[src/rtl/uart_tx_arbiter.sv]
// Round-robin arbiter that feeds one byte at a time from NUM_REQ sources into a single uart
// transmitter, with start-handshake timeout and optional idle gap between bytes.
module uart_tx_arbiter #(
    parameter int NUM_REQ       = 2,
    parameter int ID_WIDTH      = 1,
    parameter int START_TIMEOUT = 5000,
    parameter int TO_WIDTH      = 13,
    parameter int GAP_CYCLES    = 0,
    parameter int GAP_WIDTH     = 8
) (
    input  logic                   clk,
    input  logic                   rst,
    input  logic [NUM_REQ-1:0]     req_valid,
    input  logic [8*NUM_REQ-1:0]   req_data,
    output logic [NUM_REQ-1:0]     req_ready,
    output logic                   transmit,
    output logic [7:0]             tx_byte,
    input  logic                   is_transmitting,
    output logic                   busy,
    output logic [ID_WIDTH-1:0]    grant_id,
    output logic                   sent,
    output logic                   timeout_err
);

    localparam logic [1:0] S_IDLE  = 2'd0;
    localparam logic [1:0] S_START = 2'd1;
    localparam logic [1:0] S_SEND  = 2'd2;
    localparam logic [1:0] S_GAP   = 2'd3;

    localparam logic [TO_WIDTH-1:0]  TO_LAST   = TO_WIDTH'(START_TIMEOUT - 1);
    localparam logic [GAP_WIDTH-1:0] GAP_LAST  = GAP_WIDTH'((GAP_CYCLES > 0) ? GAP_CYCLES - 1 : 0);
    localparam logic [ID_WIDTH-1:0]  LAST_INIT = ID_WIDTH'(NUM_REQ - 1);

    logic [1:0]           state;
    logic [ID_WIDTH-1:0]  last;
    logic [TO_WIDTH-1:0]  to_cnt;
    logic [GAP_WIDTH-1:0] gap_cnt;
    logic [ID_WIDTH-1:0]  pick;

    // First valid requester after the previous winner, wrapping modulo NUM_REQ.
    function automatic logic [ID_WIDTH-1:0] rr_pick(input logic [NUM_REQ-1:0] v,
                                                    input logic [ID_WIDTH-1:0] l);
        logic [ID_WIDTH-1:0] sel;
        logic                found;
        int                  idx;
        sel   = l;
        found = 1'b0;
        for (int k = 1; k <= NUM_REQ; k++) begin
            idx = (int'(l) + k) % NUM_REQ;
            if (!found && ((v & (NUM_REQ'(1) << idx)) != '0)) begin
                sel   = ID_WIDTH'(idx);
                found = 1'b1;
            end
        end
        return sel;
    endfunction

    assign pick = rr_pick(req_valid, last);

    always_ff @(posedge clk) begin
        if (rst) begin
            state       <= S_IDLE;
            last        <= LAST_INIT;
            to_cnt      <= '0;
            gap_cnt     <= '0;
            req_ready   <= '0;
            transmit    <= 1'b0;
            tx_byte     <= '0;
            busy        <= 1'b0;
            grant_id    <= '0;
            sent        <= 1'b0;
            timeout_err <= 1'b0;
        end else begin
            req_ready   <= '0;
            sent        <= 1'b0;
            timeout_err <= 1'b0;
            case (state)
                S_IDLE: begin
                    if (|req_valid) begin
                        req_ready <= NUM_REQ'(1) << pick;
                        tx_byte   <= 8'(req_data >> {pick, 3'b000});
                        grant_id  <= pick;
                        last      <= pick;
                        transmit  <= 1'b1;
                        busy      <= 1'b1;
                        to_cnt    <= '0;
                        state     <= S_START;
                    end
                end
                S_START: begin
                    // A late uart start on the timeout cycle still counts as a start.
                    if (is_transmitting) begin
                        transmit <= 1'b0;
                        state    <= S_SEND;
                    end else if (to_cnt == TO_LAST) begin
                        transmit    <= 1'b0;
                        timeout_err <= 1'b1;
                        busy        <= 1'b0;
                        state       <= S_IDLE;
                    end else begin
                        to_cnt <= to_cnt + 1'b1;
                    end
                end
                S_SEND: begin
                    if (!is_transmitting) begin
                        sent <= 1'b1;
                        if (GAP_CYCLES > 0) begin
                            gap_cnt <= '0;
                            state   <= S_GAP;
                        end else begin
                            busy  <= 1'b0;
                            state <= S_IDLE;
                        end
                    end
                end
                S_GAP: begin
                    if (gap_cnt == GAP_LAST) begin
                        busy  <= 1'b0;
                        state <= S_IDLE;
                    end else begin
                        gap_cnt <= gap_cnt + 1'b1;
                    end
                end
                default: begin
                    transmit <= 1'b0;
                    busy     <= 1'b0;
                    state    <= S_IDLE;
                end
            endcase
        end
    end

endmodule

[config.mk]
export PLATFORM = sky130hd
export DESIGN_NAME = uart_tx_arbiter
export DESIGN_NICKNAME = d
export VERILOG_FILES = /design/src/rtl/uart_tx_arbiter.sv
export SDC_FILE = /design/constraint.sdc
export NUM_CORES = 1
export LEC_CHECK = 0
export ABC_AREA = 1
export BUFFER_PORTS_ARGS = -buffer_cell sky130_fd_sc_hd__buf_2
export CAP_MARGIN = 10
export CELL_PAD_IN_SITES_DETAIL_PLACEMENT = 0
export CELL_PAD_IN_SITES_GLOBAL_PLACEMENT = 2
export CORE_MARGIN = 2
export CORE_UTILIZATION = 27
export CTS_CLUSTER_DIAMETER = 50
export DETAILED_ROUTE_END_ITERATION = 16
export PLACE_DENSITY_LB_ADDON = 0.08
export SYNTH_ARGS = -nofsm -noshare
export SYNTH_HDL_FRONTEND = slang
export SYNTH_SLANG_ARGS = --single-unit
[constraint.sdc]
create_clock -name clk -period 1.6 [get_ports clk]
set_clock_uncertainty 0.15 [all_clocks]
set_input_delay 0.24 -clock clk [delete_from_list [all_inputs] [get_ports clk]]
set_output_delay 0.24 -clock clk [all_outputs]
set_load 0.005 [all_outputs]
==> impl_metrics.tcl, run 1 <==
set metrics [dict create \
    final_antenna_net_count 0 \
    crit_path_start_kind "flop" \
    clk_latency_ps 290 \
    detailedRoute.firstPassIterationCount 4 \
    port-buffer-count 35 \
    antenna_cells 0 \
    setup_viol 0 \
    mostFrequentLayoutCells "nand2_1, nor2_1, inv_1" \
    place_area_sq_um 2590 \
    timing.fmax_ghz 0.653 \
    min_period_over_period_pct 95.8 \
    ys_seq_area_share_pct 38.0 \
    gr-total-overflow 0 \
    drive_gt1_share_pct 28.8 \
    leakage_nw 1.38 \
    cts_htree_levels 2 \
    grt_usage_pct 14.1 \
    via_count 2130 \
    dp.cells 481 \
    numCtsBuffers 5 \
    final_area_sq_um 2830 \
    cts_tree "yes" \
    fillCellCount 822 \
    cts.path.max_buffers 2 \
    synth_top_area_share_pct 38.0 \
    vias_per_cell 4.34 \
    dr.first_iter.drc_count 55 \
    synth.distinct_cells 29 \
    finalWorstSetupSlack_ps 67.6 \
    antenna_found_initial 0 \
    status "completed" \
    synth.area.top_cells "dfxtp_1, nand2_1, nor2_1" \
    crit_arrival_ps 1580 \
    fin_crit_ps 1530 \
    syn_inst 317 \
    stdcell_count 491 \
    async_flop_share_pct 0 \
    layout_commonest_cell "nand2_1" \
    final_core_util_pct 38.7 \
    grt_pass1_wl_mm 9.40 \
    pwr_density_cell_nw_per_um2 870 \
    nNetsFinal 415 \
    grt_max_degree 14 \
    root_buffer "clkbuf_8" \
    cap_viol_max_count 0 \
    dieArea_sq_um 8330 \
    clk_pin_slew_worst_paths_ps 90 \
    wirelength_mm 5.63 \
    ys_ff_latch 39 \
    mappedNetlistArea_sq_um 2060 \
    drc 0 \
    total_power_w 0.00247 \
    row_count 31 \
    crit_path_end_kind "flop" \
    required_ps 1650 \
    area_growth_pct 37.9 \
    tightest_slew_ps 273 \
    ios 36 \
    grt_pass1_vias 1960 \
    die_w_microns 91.3 \
    core_area_sq_um 7330 \
    post-dp-hpwl_mm 4.21 \
    post_drt_wl_per_cell_microns 11.5 \
    ir_drop_mv 0.390 \
    max_slew_margin_pct 81.8 \
    clkSinkCount 39 \
    crit_fanout 4 \
    min_path_type "in -> reg" \
    place_congestion 0.791 \
    die_h_microns 91.3 \
    start_util_pct 28.0 \
    hold_viol 0 \
    synth_flop_cell "dfxtp_1" \
    synth-edff-count 0 \
    synth_top_area_cell "dfxtp_1" \
    synth_warnings 0 \
    synth_fp_nets 341 \
    rsz0062_at_grt "true" \
    dp_slack_ps -6.74 \
    drv_slew 0 \
    syn_avg_cell_area_sq_um 6.48 \
    critPathKind "reg -> reg" \
]
[routing by layer]
metal / vias to the layer above / wire length [microns] / share of wire (%) / track usage, %
li1: 1147 / - / - / -
met1: 951 / 2900 / 52 / 19.6
met2: 28 / 2500 / 44 / 21.9
met3: 4 / 185 / 3.3 / 3.98
met4: 0 / 38 / 0.68 / 2.65
met5: - / 0 / 0 / 0
[stage by stage]
| stage | hold WS [ps] | setup TNS, ps |
|---|---|---|
| after floorplan | 162 | 0 |
| after global routing | 17.5 | -96.1 |
| after detailed placement | 319 | -6.74 |
| after CTS | 4.18 | 0 |
| after global placement | 320 | -21.4 |
| final | 17.7 | 0 |
[final cells by class]
class,instances,area (sq um),share of cell area [%]
Clock inverter,3,43.8,1.55
Clock buffer,5,68.8,2.43
Sequential cell,39,787,27.8
Timing Repair Buffer,71,457,16.1
Tap cell,99,124,4.37
Multi-Input combinational cell,229,1180,41.8
Inverter,45,169,5.96
[cell families after synthesis]
logic type      synth area share (%)
xor+xnor                        1.70
flops                           38.0
simple gates                    39.0
compound gates                  9.86
fa+ha+maj                       1.83
buf+inv                         9.62
[path summary, 6_finish.rpt]
check / start / to / slack (ps) / cells past startpoint
worst max register to register: to_cnt[1] / to_cnt[10] / 70 / 10
worst min-delay path: is_transmitting / sent / 20 / 2
worst min register to register: busy / busy / 340 / 2
worst max-delay path: to_cnt[1] / to_cnt[10] / 70 / 10
[critical path: stages, from the launching register on]
cell and delay (ps):
dfxtp_2 370, ha_4 160, nand2_4 70, inv_1 80, nand2_1 90, nor2_2 160, nand2_2 80, o21ai_1 120
nand2_1 70, nand2_1 60, inv_1 30
[cells in the mapped netlist, types with 2 or more instances]
cell / n
o21ai_1: 2
ha_1: 3
clkinv_1: 2
nand3_1: 21
clkbuf_1: 2
nor3_1: 14
dfxtp_1: 39
nor2_2: 4
nor2_1: 54
nand4_1: 4
a21oi_1: 13
xnor2_1: 3
o21ai_0: 17
o21bai_1: 2
inv_1: 42
nand2_2: 2
nand2_1: 81
[repair_timing]
action,CTS,global route
resized for setup,4,31
gates cloned,0,1
pin swaps,0,11
buffers inserted,0,1
hold buffers,0,0
endpoints found under the setup margin,8,25
[report_power, final]
| group | leakage [nW] | internal [W] | switching (W) | total [W] |
|---|---|---|---|---|
| clock | 0.0581 | 0.000465 | 0.000384 | 0.000849 |
| sequential | 0.320 | 0.00104 | 0.0000426 | 0.00108 |
| combinational | 0.998 | 0.000231 | 0.000302 | 0.000533 |
[registers in the layout, summed over array words and instances, names as in the netlist]
| register | cells |
|---|---|
| to_cnt | 13 |
| gap_cnt | 8 |
| tx_byte | 8 |
| req_ready | 2 |
| state | 2 |
| busy | 1 |
| grant_id | 1 |
| last | 1 |
| sent | 1 |
| timeout_err | 1 |
| transmit | 1 |
(Power assumes the default switching activity.)
==> run 2: changes to the inputs <==
--- a/config.mk
+++ b/config.mk
@@ -8,10 +8,10 @@
 export ABC_AREA = 1
 export BUFFER_PORTS_ARGS = -buffer_cell sky130_fd_sc_hd__buf_2
 export CAP_MARGIN = 10
-export CELL_PAD_IN_SITES_DETAIL_PLACEMENT = 0
-export CELL_PAD_IN_SITES_GLOBAL_PLACEMENT = 2
+export CELL_PAD_IN_SITES_DETAIL_PLACEMENT = 1
+export CELL_PAD_IN_SITES_GLOBAL_PLACEMENT = 1
 export CORE_MARGIN = 2
-export CORE_UTILIZATION = 27
+export CORE_UTILIZATION = 33
 export CTS_CLUSTER_DIAMETER = 50
 export DETAILED_ROUTE_END_ITERATION = 16
 export PLACE_DENSITY_LB_ADDON = 0.08
==> run 2 against run 1 <==
  * Worst hold slack improved by 5.6 ps
  * Critical path type unchanged
  * Sequential cell count unchanged
  * Global-route usage increased by 3.3 points
==> impl_metrics.tcl, run 2 (same netlist as run 1, synthesis figures left out) <==
set metrics [dict create \
    place_congestion 0.770 \
    area_growth_pct 32.7 \
    grt_pass1_vias 2215 \
    path_cells "ha_4 -> nand2_4 -> nor2_4 -> nand3_4 -> o21bai_1 -> nand3_1 -> nand2_1 -> nor2_1" \
    setup_viol 0 \
    dp_slack_ps -44.9 \
    tightest_slew_ps 519 \
    wirelength_mm 5.96 \
    grt_usage_pct 17.4 \
    final_core_util_pct 45.8 \
    detailedRoute.firstPassIterationCount 4 \
    root_buffer "clkbuf_8" \
    status "completed" \
    p_clk_share_pct 33.7 \
    met3_usage_pct 3.08 \
    pwr_density_cell_nw_per_um2 892 \
    cap_viol_max_count 0 \
    min_path_type "in -> reg" \
    post-dp-hpwl_mm 4.46 \
    grt_pass1_wl_mm 10.1 \
    die_h_microns 82.9 \
    hold_viol 0 \
    fin_crit_ps 1550 \
    drv_slew 0 \
    post_drt_wl_per_cell_microns 13.0 \
    final_antenna_net_count 0 \
    grt.busiest_layer "met2" \
    use_met2_pct 29.7 \
    gr-total-overflow 0 \
    dr.first_iter.drc_count 49 \
    top_register "to_cnt" \
    cp_slowest_cell "dfxtp_2" \
    p_int_w 0.00172 \
    cpLargestDelayFamily "simple AND/OR/NAND/NOR gates" \
    numCtsBuffers 5 \
    die_w_microns 82.9 \
    leakage_nw 1.30 \
    port-buffer-count 35 \
    dp.cells 449 \
    mostFrequentLayoutCells "nand2_1, nor2_1, inv_1" \
    clk_pin_slew_worst_paths_ps 80 \
    stdcell_count 457 \
    clk_latency_ps 300 \
    ir_drop_mv 0.425 \
    use_met1_pct 23.0 \
    ios 36 \
    antenna_cells 0 \
    post-cts-setup-buffers 0 \
    timing.fmax_ghz 0.646 \
    cts_tree "yes" \
    max_slew_margin_pct 65.4 \
    vias_per_cell 4.72 \
    min_period_over_period_pct 96.8 \
    crit_arrival_ps 1590 \
    critPathKind "reg -> reg" \
    antenna_found_initial 0 \
    crit_path_start_kind "flop" \
    crit_fanout 4 \
    clkSinkCount 39 \
    cts_htree_levels 2 \
    core_area_sq_um 5960 \
    grt_max_degree 18 \
    combPwrFrac_pct 21.9 \
    layout_commonest_cell "nand2_1" \
    row_count 28 \
    worst_path_largest_cell_delay_ps 360 \
    p_seq_share_pct 44.3 \
    crit_buf_inv 0 \
    dieArea_sq_um 6880 \
    drive_gt1_share_pct 27.7 \
    switching_share_pct 29.2 \
    start_util_pct 34.5 \
    cts.path.max_buffers 2 \
    finalWorstSetupSlack_ps 51.0 \
    crit_path_end_kind "flop" \
    fin_setup_tns_ps 0 \
    p_sw_w 0.000710 \
    largest_reg_flops 13 \
    nNetsFinal 406 \
    required_ps 1650 \
    drc 0 \
    via_count 2156 \
    reg_top3 "to_cnt x13, gap_cnt x8, tx_byte x8" \
]
-- run 2: cell types whose count changed in the layout (fill, tap and decap cells not counted), moves of 2 or more --
cell     change
inv_1        -2
nor2_1       -4
nand2_4      -3
buf_4        -8
nor2_2       +5
nand2_1      +4
inv_2        +2
-- run 2: timing repair --
action                     CTS  global route
hold buffers                 0             0
pin swaps                    0             4
cloned                       0             1
resized for setup           11            25
setup endpoints to repair   18            28
-- run 2: final cells by class --
class | count | area (sq um)
multi-input combinational | 229 | 1170
sequential | 39 | 788
inverter | 45 | 183
fill | 805 | 3230
clock buffer | 6 | 72.6
clock inverter | 1 | 30.0
tap | 75 | 93.8
timing repair buffer | 62 | 385
-- run 2: worst reg2reg max path: stages (launching register included) --
cell and delay (ps):
dfxtp_2 360, ha_4 160, nand2_4 70, nor2_4 140
nand3_4 100, o21bai_1 250, nand3_1 110, nand2_1 70
nor2_1 40
-- run 2: final timing paths --
kind                         from  slack (ps)    to  cells after the start
hold reg to reg              busy         340  busy                      2
setup / recovery        to_cnt[0]          50  busy                      8
hold / removal    is_transmitting          20  sent                      2
setup reg to reg        to_cnt[0]          50  busy                      8
-- run 2: metal layers --
layer  wire length [microns]  vias up
met2                    2820       25
li1                        -     1126
met5                       0        -
met4                      51        0
met1                    2940     1001
met3                     142        4
-- run 2: power groups by stage --
stage | Combinational [W] | Sequential [W] | Clock (W)
after detailed placement | 0.000489 | 0.00109 | 0
after global placement | 0.000482 | 0.00109 | 0
after floorplan | 0.000277 | 0.00110 | 0
after CTS | 0.000506 | 0.00107 | 0.000847
final | 0.000533 | 0.00108 | 0.000821
after global routing | 0.000604 | 0.00109 | 0.000873
-- run 2: per-stage QoR --
stage               hold slack (ps)  power (W)  area [sq um]
floorplan                       162    0.00137          2060
global placement                310    0.00158          2500
detailed placement              325    0.00158          2500
CTS                            6.58    0.00243          2640
global route                   39.0    0.00256          2730
finish                         23.4    0.00243          2730
==> run 3: changes to the inputs <==
--- a/config.mk
+++ b/config.mk
@@ -15,6 +15,7 @@
 export CTS_CLUSTER_DIAMETER = 50
 export DETAILED_ROUTE_END_ITERATION = 16
 export PLACE_DENSITY_LB_ADDON = 0.08
+export SETUP_SLACK_MARGIN = 0.3
 export SYNTH_ARGS = -nofsm -noshare
 export SYNTH_HDL_FRONTEND = slang
 export SYNTH_SLANG_ARGS = --single-unit
==> run 3 against run 2 <==
  * Non-clock buffer count increased by 27
  * First-iteration DRC count increased by 82%
  * Clock power increased by 1%
  * Die area unchanged
  * Maximum frequency decreased by 0.84%
  * Worst setup slack got worse by 13 ps
  * Sequential cell count unchanged
  * Core utilization increased by 12 points
  * Combinational power increased by 32%
  * Global-route usage increased by 3.6 points
  * Critical path depth increased by 1
  * Critical endpoint is now state[1]
==> impl_metrics.tcl, run 3 (same netlist as run 1, synthesis figures left out) <==
set metrics [dict create \
    status "completed" \
    cts_tree "yes" \
    grt_max_degree 12 \
    detailedRoute.firstPassIterationCount 4 \
    p_clk_share_pct 31.6 \
    ios 36 \
    core_area_sq_um 5960 \
    fin_crit_ps 1560 \
    crit_fanout 4 \
    root_buffer "clkbuf_8" \
    row_count 28 \
    p_seq_share_pct 41.5 \
    crit_path_start_kind "flop" \
    numCtsBuffers 5 \
    nNetsFinal 436 \
    largest_reg_flops 13 \
    crit_arrival_ps 1610 \
    tightest_slew_ps 288 \
    post-dp-hpwl_mm 4.68 \
    cts_htree_levels 2 \
    port-buffer-count 35 \
    required_ps 1650 \
    grt_pass1_vias 2417 \
    clkSinkCount 39 \
    wirelength_mm 8.24 \
    via_count 2385 \
    final_core_util_pct 58.3 \
    die_w_microns 82.9 \
    cap_viol_max_count 0 \
    fillCellCount 752 \
    antenna_cells 0 \
    mostFrequentLayoutCells "nand2_1, buf_4, buf_2" \
    leakage_nw 1.58 \
    layout_commonest_cell "nand2_1" \
    die_h_microns 82.9 \
    drv_slew 0 \
    combPwrFrac_pct 26.9 \
    timing.fmax_ghz 0.640 \
    final_antenna_net_count 0 \
    vias_per_cell 4.90 \
    setup_viol 0 \
    drive_gt1_share_pct 55.8 \
    crit_path_end_kind "flop" \
    min_path_type "in -> reg" \
    p_int_w 0.00178 \
    ir_drop_mv 0.530 \
    grt_pass1_wl_mm 12.1 \
    p_sw_w 0.000846 \
    antenna_found_initial 0 \
    dr.first_iter.drc_count 89 \
    rsz0062_at_grt "true" \
    place_congestion 0.811 \
    reg_top3 "to_cnt x13, gap_cnt x8, tx_byte x8" \
    post_drt_wl_per_cell_microns 16.9 \
    grt_usage_pct 21.0 \
    switching_share_pct 32.2 \
    dieArea_sq_um 6880 \
    clk_pin_slew_worst_paths_ps 90 \
    clk_latency_ps 290 \
    dp.cells 451 \
    area_growth_pct 68.8 \
    min_period_over_period_pct 97.6 \
    stdcell_count 487 \
    hold_viol 0 \
    pwr_density_cell_nw_per_um2 757 \
    critPathKind "reg -> reg" \
    cts.path.max_buffers 2 \
    start_util_pct 34.5 \
    drc 0 \
    top_register "to_cnt" \
    gr-total-overflow 0 \
    max_slew_margin_pct 80.6 \
]
[run 3: cell count changes in the layout (fill, tap and decap cells not counted), sizes merged]
cell,change
buf,+27
o21bai,+1
bufinv,-1
inv,+1
clkinv,+2
[run 3: per-stage QoR]
| stage | setup WS (ps) | hold WS, ps | setup TNS, ps | instance area (sq um) | power, W |
|---|---|---|---|---|---|
| 2_1_floorplan | 154 | 162 | 0 | 2120 | 0.00139 |
| 3_3_place_gp | -36.9 | 303 | -36.9 | 2580 | 0.00159 |
| 3_5_place_dp | -17.8 | 328 | -17.8 | 2580 | 0.00159 |
| 4_1_cts | 101 | 55.3 | 0 | 3070 | 0.00251 |
| 5_1_grt | -36.1 | 56.4 | -149 | 3470 | 0.00276 |
| 6_report | 37.9 | 38.5 | 0 | 3470 | 0.00263 |
[run 3: final cells by class]
class / instances / area, sq um / share of cell area (%)
clock buffers: 6 / 72.6 / 2.09
clock inverters: 1 / 30.0 / 0.865
flip-flops and latches: 39 / 810 / 23.3
repair inverters: 2 / 15.0 / 0.433
well taps: 75 / 93.8 / 2.70
inverters: 45 / 184 / 5.30
repair buffers: 89 / 642 / 18.5
multi-input cells: 230 / 1620 / 46.8
[run 3: worst max-delay path, cell delays in order, from the launching register on]
cell,delay (ps)
dfxtp_2,330
inv_2,80
ha_4,150
nand2_4,60
buf_6,120
buf_6,110
o21bai_4,210
nand3_2,110
nand2_1,90
inv_1,40
[run 3: path summary, 6_finish.rpt]
path                                   from          to  slack [ps]  cells after the start
worst max-delay path             gap_cnt[1]    state[1]          40                      9
worst min-delay path            req_data[9]  tx_byte[1]          40                      3
worst max register to register   gap_cnt[1]    state[1]          40                      9
worst min register to register   tx_byte[0]  tx_byte[0]         350                      2
[run 3: per-layer routing]
| metal | vias to the layer above | global-route usage, % | part of all wire, % |
|---|---|---|---|
| met4 | 0 | 2.68 | 0.49 |
| met5 | - | 0 | 0 |
| met2 | 32 | 36.1 | 51 |
| met3 | 4 | 3.48 | 2.1 |
| li1 | 1188 | - | - |
| met1 | 1161 | 28.5 | 46 |
[run 3: timing repair]
action                                 4_1_cts  5_1_grt
pin swaps                                   23       42
endpoints found under the hold margin        0        0
gates cloned                                 4        0
resized for setup                           68      101
hold buffers                                 0        0
setup buffers                               16        9
setup endpoints to repair                   38       37
[run 3: power groups by stage]
stage | Sequential (W) | Combinational [W] | Clock [W]
after floorplan | 0.00110 | 0.000284 | 0
after global placement | 0.00110 | 0.000485 | 0
after detailed placement | 0.00110 | 0.000490 | 0
after CTS | 0.00108 | 0.000584 | 0.000845
after global routing | 0.00110 | 0.000767 | 0.000889
final | 0.00109 | 0.000705 | 0.000830
